<file path="config.mk">
export PLATFORM = sky130hd
export DESIGN_NAME = load_store_unit
export DESIGN_NICKNAME = d
export VERILOG_FILES = /design/src/rtl/lsu_pkg.sv /design/src/rtl/lsu_lane_align.sv /design/src/rtl/load_store_unit.sv
export SDC_FILE = /design/constraint.sdc
export NUM_CORES = 1
export LEC_CHECK = 0
export CAP_MARGIN = 20
export CORE_UTILIZATION = 25
export CTS_BUF_LIST = sky130_fd_sc_hd__clkbuf_8
export DETAILED_ROUTE_END_ITERATION = 8
export PLACE_DENSITY = 0.48
export SYNTH_ARGS = -nofsm -noshare
export SYNTH_HDL_FRONTEND = slang
export SYNTH_SLANG_ARGS = --single-unit
</file>
<file path="constraint.sdc">
create_clock -name clk -period 8 [get_ports clk]
set_input_delay 1.2 -clock clk [delete_from_list [all_inputs] [get_ports clk]]
set_output_delay 1.2 -clock clk [all_outputs]
set_load 0.03 [all_outputs]
</file>
<file path="src/rtl/lsu_pkg.sv">
// Load/store unit shared types and helpers.
// func3 codes, error and state encodings, size decode.
package lsu_pkg;

  localparam logic [2:0] F3_B  = 3'b000;
  localparam logic [2:0] F3_H  = 3'b001;
  localparam logic [2:0] F3_W  = 3'b010;
  localparam logic [2:0] F3_D  = 3'b011;
  localparam logic [2:0] F3_BU = 3'b100;
  localparam logic [2:0] F3_HU = 3'b101;
  localparam logic [2:0] F3_WU = 3'b110;

  typedef enum logic [1:0] {
    ERR_OK       = 2'b00,
    ERR_MISALIGN = 2'b01,
    ERR_FAULT    = 2'b10,
    ERR_ILLEGAL  = 2'b11
  } lsu_err_e;

  typedef enum logic [1:0] {
    ST_IDLE,
    ST_ACCESS,
    ST_RESP
  } lsu_state_e;

  // Access size in bytes: 1, 2, 4 or 8.
  function automatic logic [3:0] lsu_size(input logic [2:0] f3);
    return 4'd1 << f3[1:0];
  endfunction

endpackage

</file>
<file path="src/rtl/lsu_lane_align.sv">
// Byte-lane steering for the load/store unit.
// Store strobes/data shift in, load data shift out and extend.
module lsu_lane_align
  import lsu_pkg::*;
#(
  parameter int XLEN = 32,
  localparam int NB = XLEN / 8,
  localparam int OFS_W = $clog2(NB)
) (
  input  logic [2:0]       st_func3_i,
  input  logic [OFS_W-1:0] st_ofs_i,
  input  logic [XLEN-1:0]  st_wdata_i,
  output logic [NB-1:0]    st_strb_o,
  output logic [XLEN-1:0]  st_wdata_o,
  input  logic [2:0]       ld_func3_i,
  input  logic [OFS_W-1:0] ld_ofs_i,
  input  logic [XLEN-1:0]  ld_rdata_i,
  output logic [XLEN-1:0]  ld_data_o
);

  logic [7:0]      mask;
  logic [XLEN-1:0] d;

  assign mask = 8'hFF >> (4'd8 - lsu_size(st_func3_i));
  assign st_strb_o = NB'(mask) << st_ofs_i;
  assign st_wdata_o = st_wdata_i << {st_ofs_i, 3'b000};
  assign d = ld_rdata_i >> {ld_ofs_i, 3'b000};

  // Extend the right-aligned load data by access type.
  always_comb begin
    ld_data_o = d;
    case (ld_func3_i)
      F3_B:    ld_data_o = XLEN'($signed(d[7:0]));
      F3_H:    ld_data_o = XLEN'($signed(d[15:0]));
      F3_W:    ld_data_o = XLEN'($signed(d[31:0]));
      F3_BU:   ld_data_o = XLEN'(d[7:0]);
      F3_HU:   ld_data_o = XLEN'(d[15:0]);
      F3_WU:   ld_data_o = XLEN'(d[31:0]);
      default: ld_data_o = d;
    endcase
  end

endmodule

</file>
<file path="src/rtl/load_store_unit.sv">
// Single-outstanding load/store engine on a ready/valid bus.
// Checks legality and alignment, then runs one bus access.
module load_store_unit
  import lsu_pkg::*;
#(
  parameter int XLEN = 32,
  parameter int ADDR_W = 32,
  parameter int TIMEOUT_CYCLES = 255
) (
  input  logic              clk,
  input  logic              reset,
  input  logic              req_valid,
  output logic              req_ready,
  input  logic              req_we,
  input  logic [2:0]        req_func3,
  input  logic [ADDR_W-1:0] req_addr,
  input  logic [XLEN-1:0]   req_wdata,
  output logic              rsp_valid,
  output logic [XLEN-1:0]   rsp_rdata,
  output logic [1:0]        rsp_err,
  output logic              bus_req,
  output logic              bus_we,
  output logic [ADDR_W-1:0] bus_addr,
  output logic [XLEN/8-1:0] bus_wstrb,
  output logic [XLEN-1:0]   bus_wdata,
  input  logic [XLEN-1:0]   bus_rdata,
  input  logic              bus_ready,
  input  logic              bus_err
);

  localparam int NB = XLEN / 8;
  localparam int OFS_W = $clog2(NB);

  lsu_state_e        state_q, state_d;
  lsu_err_e          err_q, err_d;
  logic              we_q, we_d;
  logic [2:0]        f3_q, f3_d;
  logic [OFS_W-1:0]  ofs_q, ofs_d;
  logic [ADDR_W-1:0] addr_q, addr_d;
  logic [NB-1:0]     strb_q, strb_d;
  logic [XLEN-1:0]   wdata_q, wdata_d;
  logic [XLEN-1:0]   rdata_q, rdata_d;
  logic [31:0]       cnt_q, cnt_d;

  logic [OFS_W-1:0]  req_ofs;
  logic [3:0]        size_m1;
  logic              req_illegal;
  logic              req_misalign;
  logic              tmo_hit;
  logic [NB-1:0]     st_strb;
  logic [XLEN-1:0]   st_wdata;
  logic [XLEN-1:0]   ld_data;

  assign req_ofs = req_addr[OFS_W-1:0];
  assign size_m1 = lsu_size(req_func3) - 4'd1;

  assign req_illegal =
    (req_we && req_func3[2]) ||
    (!req_we && req_func3 == 3'b111) ||
    (XLEN == 32 &&
     (req_func3 == F3_D || req_func3 == F3_WU));

  assign req_misalign = |(4'(req_ofs) & size_m1);

  assign tmo_hit = (TIMEOUT_CYCLES != 0) &&
    (cnt_q == 32'(TIMEOUT_CYCLES - 1));

  lsu_lane_align #(.XLEN(XLEN)) u_align (
    .st_func3_i (req_func3),
    .st_ofs_i   (req_ofs),
    .st_wdata_i (req_wdata),
    .st_strb_o  (st_strb),
    .st_wdata_o (st_wdata),
    .ld_func3_i (f3_q),
    .ld_ofs_i   (ofs_q),
    .ld_rdata_i (bus_rdata),
    .ld_data_o  (ld_data)
  );

  // Next-state: accept/reject, bus completion, timeout.
  always_comb begin
    state_d = state_q;
    err_d   = err_q;
    we_d    = we_q;
    f3_d    = f3_q;
    ofs_d   = ofs_q;
    addr_d  = addr_q;
    strb_d  = strb_q;
    wdata_d = wdata_q;
    rdata_d = rdata_q;
    cnt_d   = cnt_q;
    case (state_q)
      ST_IDLE: begin
        if (req_valid) begin
          we_d    = req_we;
          f3_d    = req_func3;
          ofs_d   = req_ofs;
          addr_d  = {req_addr[ADDR_W-1:OFS_W],
                     OFS_W'(0)};
          strb_d  = req_we ? st_strb : '0;
          wdata_d = req_we ? st_wdata : '0;
          rdata_d = '0;
          cnt_d   = '0;
          if (req_illegal) begin
            err_d   = ERR_ILLEGAL;
            state_d = ST_RESP;
          end else if (req_misalign) begin
            err_d   = ERR_MISALIGN;
            state_d = ST_RESP;
          end else begin
            err_d   = ERR_OK;
            state_d = ST_ACCESS;
          end
        end
      end
      ST_ACCESS: begin
        if (bus_err) begin
          err_d   = ERR_FAULT;
          state_d = ST_RESP;
        end else if (bus_ready) begin
          rdata_d = we_q ? '0 : ld_data;
          state_d = ST_RESP;
        end else if (tmo_hit) begin
          err_d   = ERR_FAULT;
          state_d = ST_RESP;
        end else begin
          cnt_d = cnt_q + 32'd1;
        end
      end
      ST_RESP: state_d = ST_IDLE;
      default: state_d = ST_IDLE;
    endcase
  end

  // State and request registers, async reset.
  always_ff @(posedge clk or posedge reset) begin
    if (reset) begin
      state_q <= ST_IDLE;
      err_q   <= ERR_OK;
      we_q    <= 1'b0;
      f3_q    <= '0;
      ofs_q   <= '0;
      addr_q  <= '0;
      strb_q  <= '0;
      wdata_q <= '0;
      rdata_q <= '0;
      cnt_q   <= '0;
    end else begin
      state_q <= state_d;
      err_q   <= err_d;
      we_q    <= we_d;
      f3_q    <= f3_d;
      ofs_q   <= ofs_d;
      addr_q  <= addr_d;
      strb_q  <= strb_d;
      wdata_q <= wdata_d;
      rdata_q <= rdata_d;
      cnt_q   <= cnt_d;
    end
  end

  assign req_ready = (state_q == ST_IDLE);
  assign bus_req   = (state_q == ST_ACCESS);
  assign bus_we    = bus_req & we_q;
  assign bus_addr  = bus_req ? addr_q : '0;
  assign bus_wstrb = bus_req ? strb_q : '0;
  assign bus_wdata = bus_req ? wdata_q : '0;
  assign rsp_valid = (state_q == ST_RESP);
  assign rsp_err   = rsp_valid ? err_q : ERR_OK;
  assign rsp_rdata = rsp_valid ? rdata_q : '0;

endmodule

</file>
==> flow_metrics.tcl, run 1 <==
set metrics [dict create \
    io_pins 211 \
    synth_area_leader_cell "dfrtp_1" \
    pre_cts_ws_ps 3859 \
    async_reset_ff_share_pct 100.0 \
    hold_path_end "strb_q[3]" \
    setup_tns_ps 0 \
    avgViaCountPerCell 4.679 \
    clock_path_buffers 2 \
    numClockSinks 140 \
    syn_area_um2 7645 \
    p_seq_share_pct 44.6 \
    drt_first_pass_iters 5 \
    startpoint_type "register" \
    fmax_ghz 0.2473 \
    max_slew_margin_pct 30.14 \
    synthTopCellsByCount "nand2_1, dfrtp_1, and2_1, nor2_1, o21ai_0" \
    drive_gt1_share_pct 9.652 \
    syn2layout_area_growth_pct 36.91 \
    syn-instance-count 809 \
    cts-buffers-inserted 17 \
    htreeDepth 4 \
    arrival_ps 2840 \
    end_kind "primary output" \
    power.density_nw_per_um2 179.7 \
    maxSlewViolCount 0 \
    worstRegToRegCells 7 \
    ys_types 62 \
    reg2reg_to "wdata_q[0]" \
    fillers 3060 \
    fin_util_pct 35.03 \
    period_minus_slack_ps 4044 \
    worstSkewPairLatency_ps 450 \
    p_clk_share_pct 32.0 \
    seq_area_frac_synth_pct 45.83 \
    synth.top_cell.area_share_pct 45.83 \
    gr-total-overflow 0 \
    required_ps 6800 \
    multi_input_area_um2 3877 \
    die_x_um 176.9 \
    floorplan.die_area_um2 31280 \
    synth.most_common_cell "nand2_1" \
    via_count 6527 \
    final_nets 1099 \
    p_int_mw 1.240 \
    ys_top_cells_by_area "dfrtp_1, and2_1, nand2_1" \
    swShare_pct 34.07 \
    drt_iter0_drc 440 \
    cts_setup_buffers 0 \
    critPathKind "reg2out" \
    die_height_um 176.9 \
    grt_max_degree 79 \
    holdPathStages 2 \
    grt_pass1_wl_um 37780 \
    dpl.hpwl_um 16430 \
    grt_usage_pct 15.49 \
    vdd_ir_drop_max_mv 0.07836 \
    power.leakage_nw 4.400 \
    layout_setup_ws_ps 3956 \
    place_inst 1362 \
    r2r_slack_ps 5220 \
    period_share_pct 50.55 \
    post_drt_wl_per_cell_um 17.08 \
    yosys_most_used_dff "dfrtp_1" \
    crit_fanout 68 \
    worstHoldPathType "reg2reg" \
    cts_tree "yes" \
    postCtsHoldBufs 0 \
    yosysWarnings 0 \
    rows 63 \
    gp_congestion 0.7688 \
    setup-violations-final 0 \
    regArea_um2 3503 \
    start_util_pct 25.59 \
    grt_pass1_vias 6609 \
    path_cells "nand2b_1 > inv_1 > buf_4 > and2_1 > clkdlybuf4s50_1" \
    rsz0062_at_grt "no" \
    timing.max_cap.violations 0 \
    drtAntennaViolNets 0 \
    wl_um 23820 \
    skew_ps 23.79 \
    num_antenna_cells 0 \
    status "finished clean" \
    hold_viol_final 0 \
    r2r-start "state_q[1]" \
    synth_edf_count 0 \
    hold_path.startpoint "strb_q[3]" \
    cp_slowest_stage_delay_ps 680 \
    antenna_found_initial 0 \
    drc_errors 0 \
    clkSlewWorstSetupHoldPaths_ps 80 \
    pwr-share-comb_pct 23.4 \
    syn_avg_cell_area_um2 9.450 \
    synth-seq-cells 140 \
    post_cts_resized 0 \
    finalNonFillerCells 1395 \
    core_um2 29870 \
    tightest_slew_ps 1048 \
    cts-root-buf "clkbuf_8" \
    power_mw 1.880 \
    p_sw_mw 0.6406 \
    portBuffers 208 \
    cp_slowest_cell "clkdlybuf4s50_1" \
]
-- logic make-up after synthesis --
group           Yosys count  synth area share (%)
xor+xnor                 21                 2.406
flops                   140                 45.83
buf+inv                  64                 3.699
other cells               1               0.04905
mux                      51                 8.282
simple gates            392                 27.43
compound gates          138                 11.98
fa+ha+maj                 2                0.3273
-- layout make-up --
class / count / area share, %
clock inverter: 14 / 1.470
inverter: 7 / 0.2989
tap: 390 / 4.662
clock buffer: 18 / 2.367
timing repair buffer: 220 / 20.68
sequential: 140 / 33.47
multi-input combinational: 606 / 37.05
-- power groups by stage --
stage,registers [mW],logic [mW],clock network [mW]
final,0.839,0.439,0.602
after global routing,0.852,0.489,0.649
after CTS,0.840,0.450,0.620
after detailed placement,0.851,0.450,0
after global placement,0.853,0.446,0
after floorplan,0.829,0.288,0
-- state kept, by name (all words and copies together), names as in the netlist --
signal / count
err_q: 2
rdata_q: 32
we_q: 1
strb_q: 4
addr_q: 30
f3_q: 3
ofs_q: 2
cnt_q: 32
wdata_q: 32
state_q: 2
-- worst max-delay path: cells and delay by family (launching register included) --
family	cells	cell delay [ps]
buffers and inverters	3	1230
AND/OR/NAND/NOR	2	520
flip-flops	1	600
-- cells in the final DEF (no fill, tap or decap), types with 3 or more instances in the layout --
cell             synthesis  final
clkbuf_8                 0     18
o21ai_0                 40     40
clkdlybuf4s50_1          0    207
a221o_1                 16     16
a22o_1                  16     16
o21ai_1                  8      8
nand2b_1                 4      3
or4_1                    4      4
a21oi_1                 28     27
buf_4                    3     11
o31ai_1                  5      5
mux2_2                   8      8
nor2_1                  40     39
inv_8                    0      3
mux4_2                   9      9
or3_1                    4      4
nor4_2                   9      9
or2_2                    3      3
nor2b_1                  4      4
xor2_1                   4      4
nand3_1                 15     15
nand2_1                158    158
mux2i_1                 34     34
dfrtp_1                140    140
nor4_1                   6      6
nand4_1                 12     12
and2_1                 102    102
nor3_1                  10     10
inv_6                    0      6
xnor2_1                 17     17
inv_1                    7      6
a22oi_1                  8      8
-- metal layers --
metal,share of wire (%),wire (µm),vias to the layer above,track usage (%)
li1,-,-,3172,-
met1,48,11320,3187,21.42
met2,46,11050,159,24.40
met3,5.3,1274,9,3.802
met4,0.72,171,0,3.125
met5,0,0,-,0
-- metrics by stage --
| step | hold WS, ps | instance area (µm²) |
|---|---|---|
| after detailed placement | 453.6 | 10060 |
| after global placement | 449.1 | 10060 |
| after floorplan | 430.4 | 7649 |
| final | 472.7 | 10470 |
| after CTS | 476.2 | 10460 |
| after global routing | 496.8 | 10470 |
-- worst max path at each step --
stage | depth (start not counted) | start | to
2_1_floorplan | 1 | reset | addr_q[10]
3_3_place_gp | 7 | req_valid | wdata_q[18]
3_5_place_dp | 7 | req_valid | wdata_q[18]
4_1_cts | 5 | state_q[0] | bus_wstrb[3]
5_1_grt | 5 | state_q[0] | bus_wstrb[3]
6_report | 5 | state_q[0] | bus_wdata[31]
(Power assumes the default switching activity.)
==> run 2: changes to the inputs <==
==> constraint.sdc (replaced) <==
create_clock -name clk -period 3.92 [get_ports clk]
set_input_delay 0.588 -clock clk [delete_from_list [all_inputs] [get_ports clk]]
set_output_delay 0.588 -clock clk [all_outputs]
set_load 0.03 [all_outputs]
==> flow_metrics.tcl, run 2 (synthesis gave the netlist of run 1 again) <==
set metrics [dict create \
    hold_slack_ps 470.5 \
    max_slew_margin_pct 38.06 \
    num_antenna_cells 0 \
    cts_tree "yes" \
    hold_viol_final 0 \
    largestRegisters "cnt_q x32, rdata_q x32, wdata_q x32" \
    timing.max_cap.violations 0 \
    clkSlewWorstSetupHoldPaths_ps 90 \
    grt_pass1_vias 6652 \
    drt_first_pass_iters 5 \
    power.density_nw_per_um2 365.4 \
    power.leakage_nw 4.434 \
    rsz0062_at_grt "no" \
    die_height_um 176.9 \
    maxSlewViolCount 0 \
    setup-violations-final 0 \
    cts-buffers-inserted 17 \
    cts-root-buf "clkbuf_8" \
    grt_max_degree 72 \
    pwr-share-comb_pct 23.8 \
    syn2layout_area_growth_pct 38.09 \
    drtAntennaViolNets 0 \
    rows 63 \
    startpoint_type "register" \
    clock_path_buffers 2 \
    final_cell_mix "clkdlybuf4s50_1, nand2_1, dfrtp_1, and2_1, o21ai_0" \
    drc_errors 0 \
    vdd_ir_drop_max_mv 0.1489 \
    avgViaCountPerCell 4.673 \
    tightest_slew_ps 922.1 \
    dpl.hpwl_um 17120 \
    worstHoldPathType "reg2reg" \
    start_util_pct 25.59 \
    core_um2 29870 \
    drt_iter0_drc 360 \
    status "finished clean" \
    postCtsHoldBufs 0 \
    period_minus_slack_ps 3513 \
    io_pins 211 \
    htreeDepth 4 \
    r2r-start "state_q[0]" \
    wl_um 24300 \
    hold_path_end "strb_q[3]" \
    holdPathStages 2 \
    swShare_pct 34.10 \
    fin_util_pct 35.34 \
    reg2reg_to "rdata_q[17]" \
    floorplan.die_area_um2 31280 \
    grt_pass1_wl_um 38550 \
    final_nets 1106 \
    crit_fanout 24 \
    skew_ps 19.95 \
    via_count 6551 \
    period_share_pct 89.61 \
    r2r_slack_ps 1200 \
    antenna_found_initial 0 \
    end_kind "primary output" \
    portBuffers 208 \
    numClockSinks 140 \
    setup_tns_ps 0 \
    fmax_ghz 0.2847 \
    post_drt_wl_per_cell_um 17.33 \
    die_x_um 176.9 \
    p_int_mw 2.542 \
    hold_path.startpoint "strb_q[3]" \
    p_seq_share_pct 44.6 \
    p_sw_mw 1.315 \
    grt_usage_pct 15.94 \
    drive_gt1_share_pct 10.38 \
    cts_setup_buffers 0 \
    critPathKind "reg2out" \
    worstRegToRegCells 5 \
    gr-total-overflow 0 \
    arrival_ps 2920 \
    worstSkewPairLatency_ps 450 \
    final_common_cell "clkdlybuf4s50_1" \
    p_clk_share_pct 31.5 \
    gp_congestion 0.7628 \
    required_ps 3330 \
]
run 2: cell count changes in the layout (fill, tap and decap cells not counted):
| cell | delta |
|---|---|
| buf_4 | +4 |
| buf_12 | +3 |
| clkinvlp_4 | +2 |
| buf_2 | -1 |
| clkbuf_4 | +1 |
| clkinv_8 | -1 |
| inv_1 | -1 |
| inv_6 | -1 |
| inv_8 | +1 |
run 2: final cells by class:
class	count	area, µm²
repair buffers	227	2257
multi-input cells	606	3877
well taps	390	488.0
inverters	7	33.78
flip-flops and latches	140	3503
fillers	3047	19320
clock inverters	14	148.9
clock buffers	18	247.7
run 2: how the worst max path moves through the flow:
| stage | end | cells after the start | start |
|---|---|---|---|
| CTS | bus_wdata[13] | 5 | state_q[1] |
| finish | bus_addr[26] | 5 | state_q[1] |
| global route | bus_addr[26] | 5 | state_q[1] |
| detailed placement | bus_wdata[30] | 5 | state_q[1] |
| floorplan | addr_q[10] | 1 | reset |
| global placement | bus_wstrb[2] | 5 | state_q[1] |
run 2: power groups by stage:
stage | Sequential (mW) | Combinational, mW | Clock [mW]
after detailed placement | 1.75 | 0.936 | 0
after global routing | 1.74 | 1.02 | 1.32
final | 1.72 | 0.919 | 1.22
after CTS | 1.73 | 0.937 | 1.27
after global placement | 1.75 | 0.924 | 0
after floorplan | 1.69 | 0.589 | 0
run 2: routing by layer:
layer,up-vias,GRT usage [%],share of wire (%)
li1,3183,-,-
met1,3161,22.33,47
met2,196,24.51,46
met3,11,4.253,6.2
met4,0,3.197,0.68
met5,-,0,0
run 2: through the flow:
step | cells | power [mW] | instance area, µm² | worst slack (ps)
floorplan | 810 | 2.280 | 7652 | 1583
global placement | 1369 | 2.678 | 10150 | 736.9
detailed placement | 1369 | 2.686 | 10150 | 632.8
CTS | 1401 | 3.935 | 10550 | 115.4
global route | 1402 | 4.084 | 10560 | 158.8
finish | 1402 | 3.857 | 10560 | 407.3
run 2: repair_timing:
item / in CTS / in global routing
hold endpoints to repair: 0 / 0
resized for setup: 0 / 1
endpoints found under the setup margin: 0 / 45
run 2: critical path, cell delays in order (launching register included):
cell and delay (ps):
dfrtp_1 590, nand2b_1 340, clkinvlp_4 420, buf_4 350, and2_1 180, clkdlybuf4s50_1 590
